<file path="config.mk">
export PLATFORM = sky130hd
export DESIGN_NAME = prog_clock_divider
export DESIGN_NICKNAME = d
export VERILOG_FILES = /design/src/rtl/prog_clock_divider_pkg.sv /design/src/rtl/prog_clock_divider_prescaler.sv /design/src/rtl/prog_clock_divider.sv
export SDC_FILE = /design/constraint.sdc
export NUM_CORES = 1
export LEC_CHECK = 0
export CAP_MARGIN = 10
export CORE_MARGIN = 5
export CORE_UTILIZATION = 45
export DETAILED_ROUTE_END_ITERATION = 8
export MAX_ROUTING_LAYER = met4
export PLACE_DENSITY = 0.65
export SETUP_SLACK_MARGIN = 0.05
export SLEW_MARGIN = 20
export SYNTH_ARGS = -nofsm -noshare
export SYNTH_HDL_FRONTEND = slang
export SYNTH_SLANG_ARGS = --single-unit
</file>
<file path="constraint.sdc">
create_clock -name clk -period 4.6 [get_ports clk]
set_clock_uncertainty 0.1 [all_clocks]
set_input_delay 1.15 -clock clk [delete_from_list [all_inputs] [get_ports clk]]
set_output_delay 1.15 -clock clk [all_outputs]
set_load 0.01 [all_outputs]
</file>
<file path="src/rtl/prog_clock_divider_pkg.sv">
// Shared definitions for the programmable clock divider and the display
// blocks that consume its LED output.
package prog_clock_divider_pkg;

  // LED drive modes
  localparam int unsigned LED_MODE_TOGGLE = 0;  // led flips on every tick
  localparam int unsigned LED_MODE_MSB    = 1;  // led mirrors the tick counter MSB

endpackage

</file>
<file path="src/rtl/prog_clock_divider_prescaler.sv">
// Prescaler for the programmable clock divider: counts system clocks within a
// period, owns the active and pending divide ratios, and flags the terminal
// edge of each period.
module prog_clock_divider_prescaler #(
  parameter int unsigned DIV_W       = 26,
  parameter int unsigned DIV_DEFAULT = 50000000
) (
  input  logic             clk,
  input  logic             rst,
  input  logic             en,
  input  logic             clr,
  input  logic             div_load,
  input  logic [DIV_W-1:0] div_value,
  output logic             term,
  output logic             load_pending
);

  logic [DIV_W-1:0] pre_cnt_q, pre_cnt_d;
  logic [DIV_W-1:0] div_cur_q, div_cur_d;
  logic [DIV_W-1:0] div_pend_q, div_pend_d;
  logic             pend_q, pend_d;
  logic [DIV_W-1:0] load_val;

  // A ratio of zero would never terminate; treat it as one.
  assign load_val = (div_value == '0) ? DIV_W'(1) : div_value;

  // div_cur is never zero, so div_cur-1 is the last count of the period.
  assign term = en && !clr && (pre_cnt_q == div_cur_q - DIV_W'(1));

  assign load_pending = pend_q;

  // Next-state for period counter and ratio registers.
  always_comb begin
    pre_cnt_d  = pre_cnt_q;
    div_cur_d  = div_cur_q;
    div_pend_d = div_pend_q;
    pend_d     = pend_q;
    if (!en) begin
      // Stopped: a new ratio takes effect at once and restarts the period.
      if (div_load) begin
        div_cur_d = load_val;
        pre_cnt_d = '0;
        pend_d    = 1'b0;
      end
      if (clr) begin
        pre_cnt_d = '0;
      end
    end else begin
      if (clr) begin
        pre_cnt_d = '0;
      end else if (term) begin
        pre_cnt_d = '0;
        if (pend_q) begin
          div_cur_d = div_pend_q;
          pend_d    = 1'b0;
        end
      end else begin
        pre_cnt_d = pre_cnt_q + 1'b1;
      end
      // Running: park the ratio until the current period finishes.
      if (div_load) begin
        div_pend_d = load_val;
        pend_d     = 1'b1;
      end
    end
  end

  // State registers.
  always_ff @(posedge clk or posedge rst) begin
    if (rst) begin
      pre_cnt_q  <= '0;
      div_cur_q  <= DIV_W'(DIV_DEFAULT);
      div_pend_q <= '0;
      pend_q     <= 1'b0;
    end else begin
      pre_cnt_q  <= pre_cnt_d;
      div_cur_q  <= div_cur_d;
      div_pend_q <= div_pend_d;
      pend_q     <= pend_d;
    end
  end

endmodule

</file>
<file path="src/rtl/prog_clock_divider.sv">
// Run-time programmable clock divider: one-cycle tick every N clocks, a
// wrapping tick counter and an LED drive.
module prog_clock_divider
  import prog_clock_divider_pkg::*;
#(
  parameter int unsigned DIV_W       = 26,
  parameter int unsigned DIV_DEFAULT = 50000000,
  parameter int unsigned CNT_W       = 3,
  parameter int unsigned LED_MODE    = LED_MODE_TOGGLE
) (
  input  logic             clk,
  input  logic             rst,
  input  logic             en,
  input  logic             clr,
  input  logic             div_load,
  input  logic [DIV_W-1:0] div_value,
  output logic [CNT_W-1:0] count,
  output logic             led,
  output logic             tick,
  output logic             load_pending
);

  logic             term;
  logic             tick_q, tick_d;
  logic [CNT_W-1:0] count_q, count_d;
  logic             led_q, led_d;

  prog_clock_divider_prescaler #(
    .DIV_W       (DIV_W),
    .DIV_DEFAULT (DIV_DEFAULT)
  ) u_prescaler (
    .clk          (clk),
    .rst          (rst),
    .en           (en),
    .clr          (clr),
    .div_load     (div_load),
    .div_value    (div_value),
    .term         (term),
    .load_pending (load_pending)
  );

  // Next-state for tick, tick counter and toggling LED.
  always_comb begin
    tick_d  = term;
    count_d = count_q;
    led_d   = led_q;
    if (clr) begin
      tick_d  = 1'b0;
      count_d = '0;
      led_d   = 1'b0;
    end else if (term) begin
      count_d = count_q + 1'b1;
      led_d   = ~led_q;
    end
  end

  // Output registers.
  always_ff @(posedge clk or posedge rst) begin
    if (rst) begin
      tick_q  <= 1'b0;
      count_q <= '0;
      led_q   <= 1'b0;
    end else begin
      tick_q  <= tick_d;
      count_q <= count_d;
      led_q   <= led_d;
    end
  end

  // LED source select.
  always_comb begin
    led = led_q;
    if (LED_MODE == LED_MODE_MSB) begin
      led = count_q[CNT_W-1];
    end
  end

  assign tick  = tick_q;
  assign count = count_q;

endmodule

</file>
# Yosys cells after proc, flatten, opt, wreduce, memory -nomap -nowiden
# Index checks and enable logic that the tools add are counted.
# word_totals
regBits	84
inputBits	31
output_inout_bits	6
# classes
n_addsub	3
bitwise_logic	1
muxes	21
eq_ne	5
n_reduce_logical	11
# ops
operator	count
two-way mux 26 bit	11
adder 26 x 1 -> 26 bit, second input constant	1
equality test 26 bit	1
logical NOT 26 bit	1
subtractor 26 x 1 -> 26 bit, second input constant	1
two-way mux 1 bit	8
two-way mux 3 bit	2
inequality test 2 x 1 -> 1 bit, second input constant	3
nonzero test 2 bit	3
AND reduction 4 bit	1
adder 3 x 1 -> 3 bit, second input constant	1
AND reduction 3 bit	1
nonzero test 3 bit	1
logical AND 1 bit	2
inequality test 2 bit, second input constant	1
AND reduction 2 bit	1
logical NOT 1 bit	1
inverter 1 bit	1

# Depth between registers and ports, before layout
# Gate-level depths: netlist (run 1).
# depth
depth_word	7
ltp_mapped	14
mapped_depth_nobuf	11

# Cells and area by module
# From an unflattened synthesis (run 1), not the netlist that was laid out.
# hier_totals
cells_unflattened	633
hier_area_um2	5768.0
# by_module_without_submodules
module	cells_each	area_each_um2	instances
prog_clock_divider_prescaler	615	5544.1	1
prog_clock_divider	18	224.0	1

# Worst setup path after synthesis (run 1)
# Ideal clock, no wire load.
# synth_path
path_type	input -> register
start	in en
end	reg u_prescaler.div_cur_q[10]
setup_slack_ps	834
path_stages	11
arrival_ps	3540
setup_time_ps	126
path_buffers	2
path_cell_list	clkinv_1 nor2_1 o2111ai_1 or4_1 nor4_2 nand4_2 or4_1 buf_6 buf_6 nor3_2 nor3_1
# synth_between
elab_chain_len	4
# synth_rtl
element	line_no	rtl
from (decl)	prog_clock_divider.sv:13	input logic en,
logical AND 1 bit (2 in series)	prog_clock_divider_prescaler.sv:28	assign term = en && !clr && (pre_cnt_q == div_cur_q - DIV_W'(1));
inequality test 2 x 1 -> 1 bit (no line)	n/a	
AND reduction 4 bit (no line)	n/a	
to (signal assigned)	prog_clock_divider_prescaler.sv:72	div_cur_q <= DIV_W'(DIV_DEFAULT);
to (signal assigned)	prog_clock_divider_prescaler.sv:77	div_cur_q <= div_cur_d;
to (decl)	prog_clock_divider_prescaler.sv:19	logic [DIV_W-1:0] div_cur_q, div_cur_d;
# Parallel ways exist; a longest one is shown, timed or not.
# A chain may end at the register's enable or synchronous reset.

# Worst setup path in the final report (run 1)
# layout_path
start	reg u_prescaler.div_cur_q[0]
end	reg u_prescaler.pre_cnt_q[7]
# layout_between
elab_chain_len	6
# layout_rtl
element	line_no	rtl
subtractor 26 x 1 -> 26 bit	prog_clock_divider_prescaler.sv:28	
equality test 26 bit	prog_clock_divider_prescaler.sv:28	
logical AND 1 bit	prog_clock_divider_prescaler.sv:28	
two-way mux 26 bit	prog_clock_divider_prescaler.sv:51	end else if (term) begin
two-way mux 26 bit	prog_clock_divider_prescaler.sv:49	if (clr) begin
two-way mux 26 bit	prog_clock_divider_prescaler.sv:38	if (!en) begin
to (signal assigned)	prog_clock_divider_prescaler.sv:76	pre_cnt_q <= pre_cnt_d;
to (decl)	prog_clock_divider_prescaler.sv:18	logic [DIV_W-1:0] pre_cnt_q, pre_cnt_d;
# No other way between the ends.

==> results of run 1 <==
==> metrics by stage <==
step | total power, mW | utilization | hold slack, ps
2_1_floorplan | 1.07 | - | 357
3_3_place_gp | 1.16 | 0.497 | 364
3_5_place_dp | 1.17 | 0.497 | 383
4_1_cts | 1.92 | 0.524 | 392
5_1_grt | 1.99 | 0.525 | 423
6_report | 1.90 | 0.525 | 383
==> sequential cells by signal (all words and copies together) (netlist names) <==
register / flops
count: 3
led: 1
tick: 1
u_prescaler.div_cur_q: 26
u_prescaler.div_pend_q: 26
u_prescaler.load_pending: 1
u_prescaler.pre_cnt_q: 26
==> critical path: stages, from the launching register on <==
cell     delay (ps)
dfrtp_1         460
inv_1            90
ha_1            190
or3b_1          450
or4_1           640
o31a_1          340
o21ai_0         160
o31ai_1         110
a21oi_2         370
o31a_1          650
buf_4           290
a21oi_1          70
o21ai_0         160
==> cells by family (layout without fill, tap and decap cells) <==
| logic type | after synthesis | in the layout | share of synthesized area |
|---|---|---|---|
| AND/OR/NAND/NOR | 263 | 263 | 0.285 |
| AO/OA/AOI/OAI | 87 | 87 | 0.125 |
| flip-flops | 84 | 84 | 0.409 |
| buffers and inverters | 51 | 78 | 0.0450 |
| XOR/XNOR | 36 | 36 | 0.0609 |
| multiplexers | 32 | 32 | 0.0682 |
| adder cells (fa/ha/maj) | 3 | 3 | 0.00725 |
==> how the worst max path moves through the flow <==
| stage | from | to | slack, ps | depth (start not counted) |
|---|---|---|---|---|
| after floorplan | en | u_prescaler.div_cur_q[10] | 830 | 11 |
| after global placement | en | u_prescaler.div_cur_q[24] | 280 | 12 |
| after detailed placement | en | u_prescaler.div_cur_q[24] | 220 | 12 |
| after CTS | u_prescaler.div_cur_q[0] | u_prescaler.pre_cnt_q[7] | 410 | 12 |
| after global routing | u_prescaler.div_cur_q[0] | u_prescaler.pre_cnt_q[7] | 160 | 12 |
| final | u_prescaler.div_cur_q[0] | u_prescaler.pre_cnt_q[7] | 410 | 12 |
==> synth_stat cells (all sizes together), types with 6 or more instances <==
| cell type | n | area share |
|---|---|---|
| nand2b | 11 | 0.013 |
| nand3 | 24 | 0.023 |
| xnor2 | 28 | 0.047 |
| dfstp | 12 | 0.061 |
| nand2 | 45 | 0.033 |
| mux2 | 26 | 0.057 |
| nor3 | 64 | 0.083 |
| or4 | 10 | 0.016 |
| nor2 | 51 | 0.037 |
| a211oi | 24 | 0.035 |
| buf | 13 | 0.017 |
| o21ai | 20 | 0.019 |
| dfrtp | 72 | 0.35 |
| xor2 | 8 | 0.014 |
| and3 | 7 | 0.0085 |
| clkbuf | 27 | 0.020 |
| nor4 | 20 | 0.028 |
| mux2i | 6 | 0.012 |
| or3 | 7 | 0.0085 |
| inv | 10 | 0.0073 |
==> routing by layer <==
layer / global-route usage / vias to the layer above / part of all wire
met3: 0.0339 / 18 / 0.036
met4: 0.0772 / 0 / 0.017
li1: - / 2071 / -
met5: - / - / 0
met2: 0.311 / 88 / 0.48
met1: 0.277 / 2143 / 0.46
==> report_power, final <==
| group | internal, mW | total (mW) | switching, mW | leakage (nW) |
|---|---|---|---|---|
| Clock | 0.439 | 0.747 | 0.308 | 0.149 |
| Sequential | 0.816 | 0.898 | 0.0828 | 1.03 |
| Combinational | 0.128 | 0.258 | 0.130 | 1.06 |
==> area by class of cell <==
class                           instances  area share
Clock buffer                           10      0.0401
Clock inverter                          6      0.0115
Inverter                               11     0.00734
Multi-Input combinational cell        421       0.475
Sequential cell                        84       0.355
Tap cell                              143      0.0300
Timing Repair Buffer                   51      0.0814
==> impl_metrics.env, run 1 <==
export IMPL_cts_setup_buffers=0
export IMPL_final_common_cell="dfrtp_1"
export IMPL_drtIter0Drc=212
export IMPL_cts_made_buffers=9
export IMPL_worstPathMaxFanout=17
export IMPL_ios=37
export IMPL_layout_common_cells="dfrtp_1, nor2_1, nand2_1, nor3_1, clkdlybuf4s50_1"
export IMPL_row_count=39
export IMPL_hpwl_um=8980
export IMPL_finalSetupViolCount=0
export IMPL_synth_warning_count=0
export IMPL_crit_arrival_ps=4340
export IMPL_slew_headroom=0.357
export IMPL_place_ws_ps=221
export IMPL_fin_ws_ps=414
export IMPL_clk_latency_ps=350
export IMPL_cts_root_buffer="clkbuf_16"
export IMPL_ir_drop_mv=0.206
export IMPL_core_sq_um=11400
export IMPL_final_area_sq_um=5960
export IMPL_dr_pass1_iters=4
export IMPL_ys_types=66
export IMPL_p_leak_nw=2.24
export IMPL_synthToLayoutAreaGrowth_pct=15.2
export IMPL_grt_pass1_wl_um=21500
export IMPL_place_congestion=0.913
export IMPL_worstPathRequired_ps=4760
export IMPL_multi_input_area_sq_um=2830
export IMPL_hold_buffers=0
export IMPL_overflow=0
export IMPL_netlist_area_sq_um=5180
export IMPL_end_kind="flop"
export IMPL_hp_start="count[2]"
export IMPL_crit_reg2reg_launch="u_prescaler.div_cur_q[0]"
export IMPL_critical_path_class="flop to flop"
export IMPL_hp_class="flop to flop"
export IMPL_via_per_inst=5.95
export IMPL_cts_tree="yes"
export IMPL_start_util=0.455
export IMPL_regToRegSetupSlack_ps=410
export IMPL_yosysSeqAreaShare=0.409
export IMPL_finalNetCount=612
export IMPL_worst_slew_pin_slew_ps=962
export IMPL_reg2reg_depth=12
export IMPL_hold_end="count[2]"
export IMPL_cts_clk_slew_worst_paths_ps=60
export IMPL_vias=4320
export IMPL_ant_nets=0
export IMPL_synthCells=556
export IMPL_status="finished, final reports clean"
export IMPL_portBuffers=36
export IMPL_avgSynthCellArea_sq_um=9.31
export IMPL_maxCapViolCount=0
export IMPL_syn_nets=590
export IMPL_setup_tns_final_ps=0
export IMPL_die_y_um=117
export IMPL_grt_usage=0.205
export IMPL_hold_viol_final=0
export IMPL_antenna_cells=0
export IMPL_place_area_sq_um=5660
export IMPL_synth_edf_count=0
export IMPL_r2r_end="u_prescaler.pre_cnt_q[7]"
export IMPL_synthArstFlopShare=1.00
export IMPL_fillers=1030
export IMPL_place_inst=710
export IMPL_timing_fmax_ghz=0.239
export IMPL_period_needed_ps=4190
export IMPL_drc=0
export IMPL_antenna_found_initial=0
export IMPL_cts_max_level=3
export IMPL_slew_viol_final=0
export IMPL_clk_path_buf_depth=2
export IMPL_startpoint_type="flop"
export IMPL_synth_ff_type="dfrtp_1"
export IMPL_rsz0062_at_grt="false"
export IMPL_cts_resized=0
export IMPL_seq_area_sq_um=2120
export IMPL_totalWireLength_um=12600
export IMPL_drive_above_1_share=0.182
export IMPL_stdcell_count=726
export IMPL_ys_ff_latch=84
export IMPL_grt_pass1_vias=4280
export IMPL_grt_max_degree=62
export IMPL_die_w_um=117
export IMPL_min_period_over_period=0.910
export IMPL_p_per_area_nw_per_um2=319
export IMPL_wire_per_inst_um=17.4
export IMPL_dieArea_sq_um=13700
export IMPL_hold_depth=1
export IMPL_cts_num_sinks=84
No activity file was read; power rests on OpenSTA's default activity.
==> inputs of run 2 (changes only) <==
Settings changed: REMOVE_ABC_BUFFERS set to 1.
==> impl_metrics.env, run 2 (synthesis gave the netlist of run 1 again) <==
export IMPL_ant_nets=0
export IMPL_totalWireLength_um=12600
export IMPL_cts_made_buffers=9
export IMPL_layout_common_cells="dfrtp_1, nor2_1, nand2_1, nor3_1, clkdlybuf4s50_1"
export IMPL_portBuffers=36
export IMPL_min_period_over_period=0.891
export IMPL_row_count=39
export IMPL_worstPathMaxFanout=17
export IMPL_grt_pass1_vias=4156
export IMPL_largestRegisters="u_prescaler.div_cur_q (26), u_prescaler.div_pend_q (26), u_prescaler.pre_cnt_q (26)"
export IMPL_totalPowerFinal_mw=1.90
export IMPL_timing_fmax_ghz=0.244
export IMPL_crit_arrival_ps=4260
export IMPL_antenna_found_initial=0
export IMPL_critical_path_class="flop to flop"
export IMPL_drtIter0Drc=188
export IMPL_period_needed_ps=4100
export IMPL_antenna_cells=0
export IMPL_worstPathRequired_ps=4760
export IMPL_final_common_cell="dfrtp_1"
export IMPL_grt_max_degree=51
export IMPL_finish_utilization=0.523
export IMPL_via_per_inst=5.84
export IMPL_cts_root_buffer="clkbuf_16"
export IMPL_regToRegSetupSlack_ps=500
export IMPL_end_kind="flop"
export IMPL_cts_max_level=3
export IMPL_hold_buffers=0
export IMPL_finalSetupViolCount=0
export IMPL_cts_num_sinks=84
export IMPL_p_per_area_nw_per_um2=319
export IMPL_worst_slew_pin_slew_ps=944
export IMPL_hold_viol_final=0
export IMPL_slew_headroom=0.369
export IMPL_status="finished, final reports clean"
export IMPL_grt_pass1_wl_um=21500
export IMPL_dr_pass1_iters=4
export IMPL_synthToLayoutAreaGrowth_pct=14.8
export IMPL_cts_setup_buffers=0
export IMPL_place_congestion=0.887
export IMPL_drc=0
export IMPL_startpoint_type="flop"
export IMPL_maxCapViolCount=0
export IMPL_dieArea_sq_um=13700
export IMPL_grt_usage=0.204
export IMPL_overflow=0
export IMPL_slew_viol_final=0
export IMPL_cts_tree="yes"
export IMPL_clk_path_buf_depth=2
export IMPL_drive_above_1_share=0.180
export IMPL_core_sq_um=11400
export IMPL_start_util=0.455
export IMPL_p_leak_nw=2.23
export IMPL_hpwl_um=8900
export IMPL_vias=4241
export IMPL_wire_per_inst_um=17.3
export IMPL_die_w_um=117
export IMPL_ios=37
export IMPL_clk_latency_ps=340
export IMPL_die_y_um=117
export IMPL_cts_resized=0
export IMPL_rsz0062_at_grt="false"
export IMPL_hp_class="flop to flop"
export IMPL_finalNetCount=612
export IMPL_ir_drop_mv=0.223
export IMPL_cts_clk_slew_worst_paths_ps=70
-- run 2: cell types whose count changed in the layout (fill, tap and decap cells not counted), sizes merged --
cell | before | now
clkinvlp | 1 | 2
inv | 12 | 11
-- run 2: area by class of cell --
| type | count | area (sq um) |
|---|---|---|
| fillers | 1043 | 5430 |
| multi-input cells | 421 | 2830 |
| flip-flops and latches | 84 | 2120 |
| repair buffers | 51 | 473 |
| clock buffers | 10 | 229 |
| well taps | 143 | 179 |
| clock inverters | 6 | 71.3 |
| inverters | 11 | 42.5 |
-- run 2: worst max-delay path, cell delays in order (launching register included) --
cell     delay [ps]
dfrtp_1         450
inv_1            90
ha_1            200
or3b_1          460
or4_1           630
o31a_1          320
o21ai_0         170
o31ai_1         110
a21oi_2         360
o31a_1          600
buf_4           290
a21oi_1          80
o21ai_0         140
-- run 2: path summary, 6_finish.rpt --
path	cells after the start	start	endpoint
setup / recovery	12	u_prescaler.div_cur_q[0]	u_prescaler.pre_cnt_q[7]
hold / removal	1	count[2]	count[2]
setup reg to reg	12	u_prescaler.div_cur_q[0]	u_prescaler.pre_cnt_q[7]
hold reg to reg	1	count[2]	count[2]
max in group asynchronous	3	rst	u_prescaler.div_cur_q[17]
min in group asynchronous	2	rst	u_prescaler.div_pend_q[7]
-- run 2: power breakdown --
| group | leakage (nW) | switching (mW) | total, mW | internal, mW |
|---|---|---|---|---|
| Combinational | 1.06 | 0.131 | 0.259 | 0.128 |
| Clock | 0.140 | 0.317 | 0.743 | 0.426 |
| Sequential | 1.03 | 0.0804 | 0.896 | 0.815 |
-- run 2: layer usage --
layer | global-route usage | wire (um) | part of all wire
met5 | - | 0 | 0
met2 | 0.311 | 6080 | 0.48
met1 | 0.284 | 5930 | 0.47
met4 | 0.0650 | 201 | 0.016
met3 | 0.0242 | 371 | 0.029
-- run 2: stage by stage --
stage	area, sq um	TNS [ps]	hold WS [ps]	worst slack (ps)	cells
floorplan	4980	-18590	357	-609	516
global placement	5640	0	361	289	710
detailed placement	5640	0	372	252	710
CTS	5940	0	388	524	726
global route	5940	0	422	256	726
finish	5940	0	391	504	726
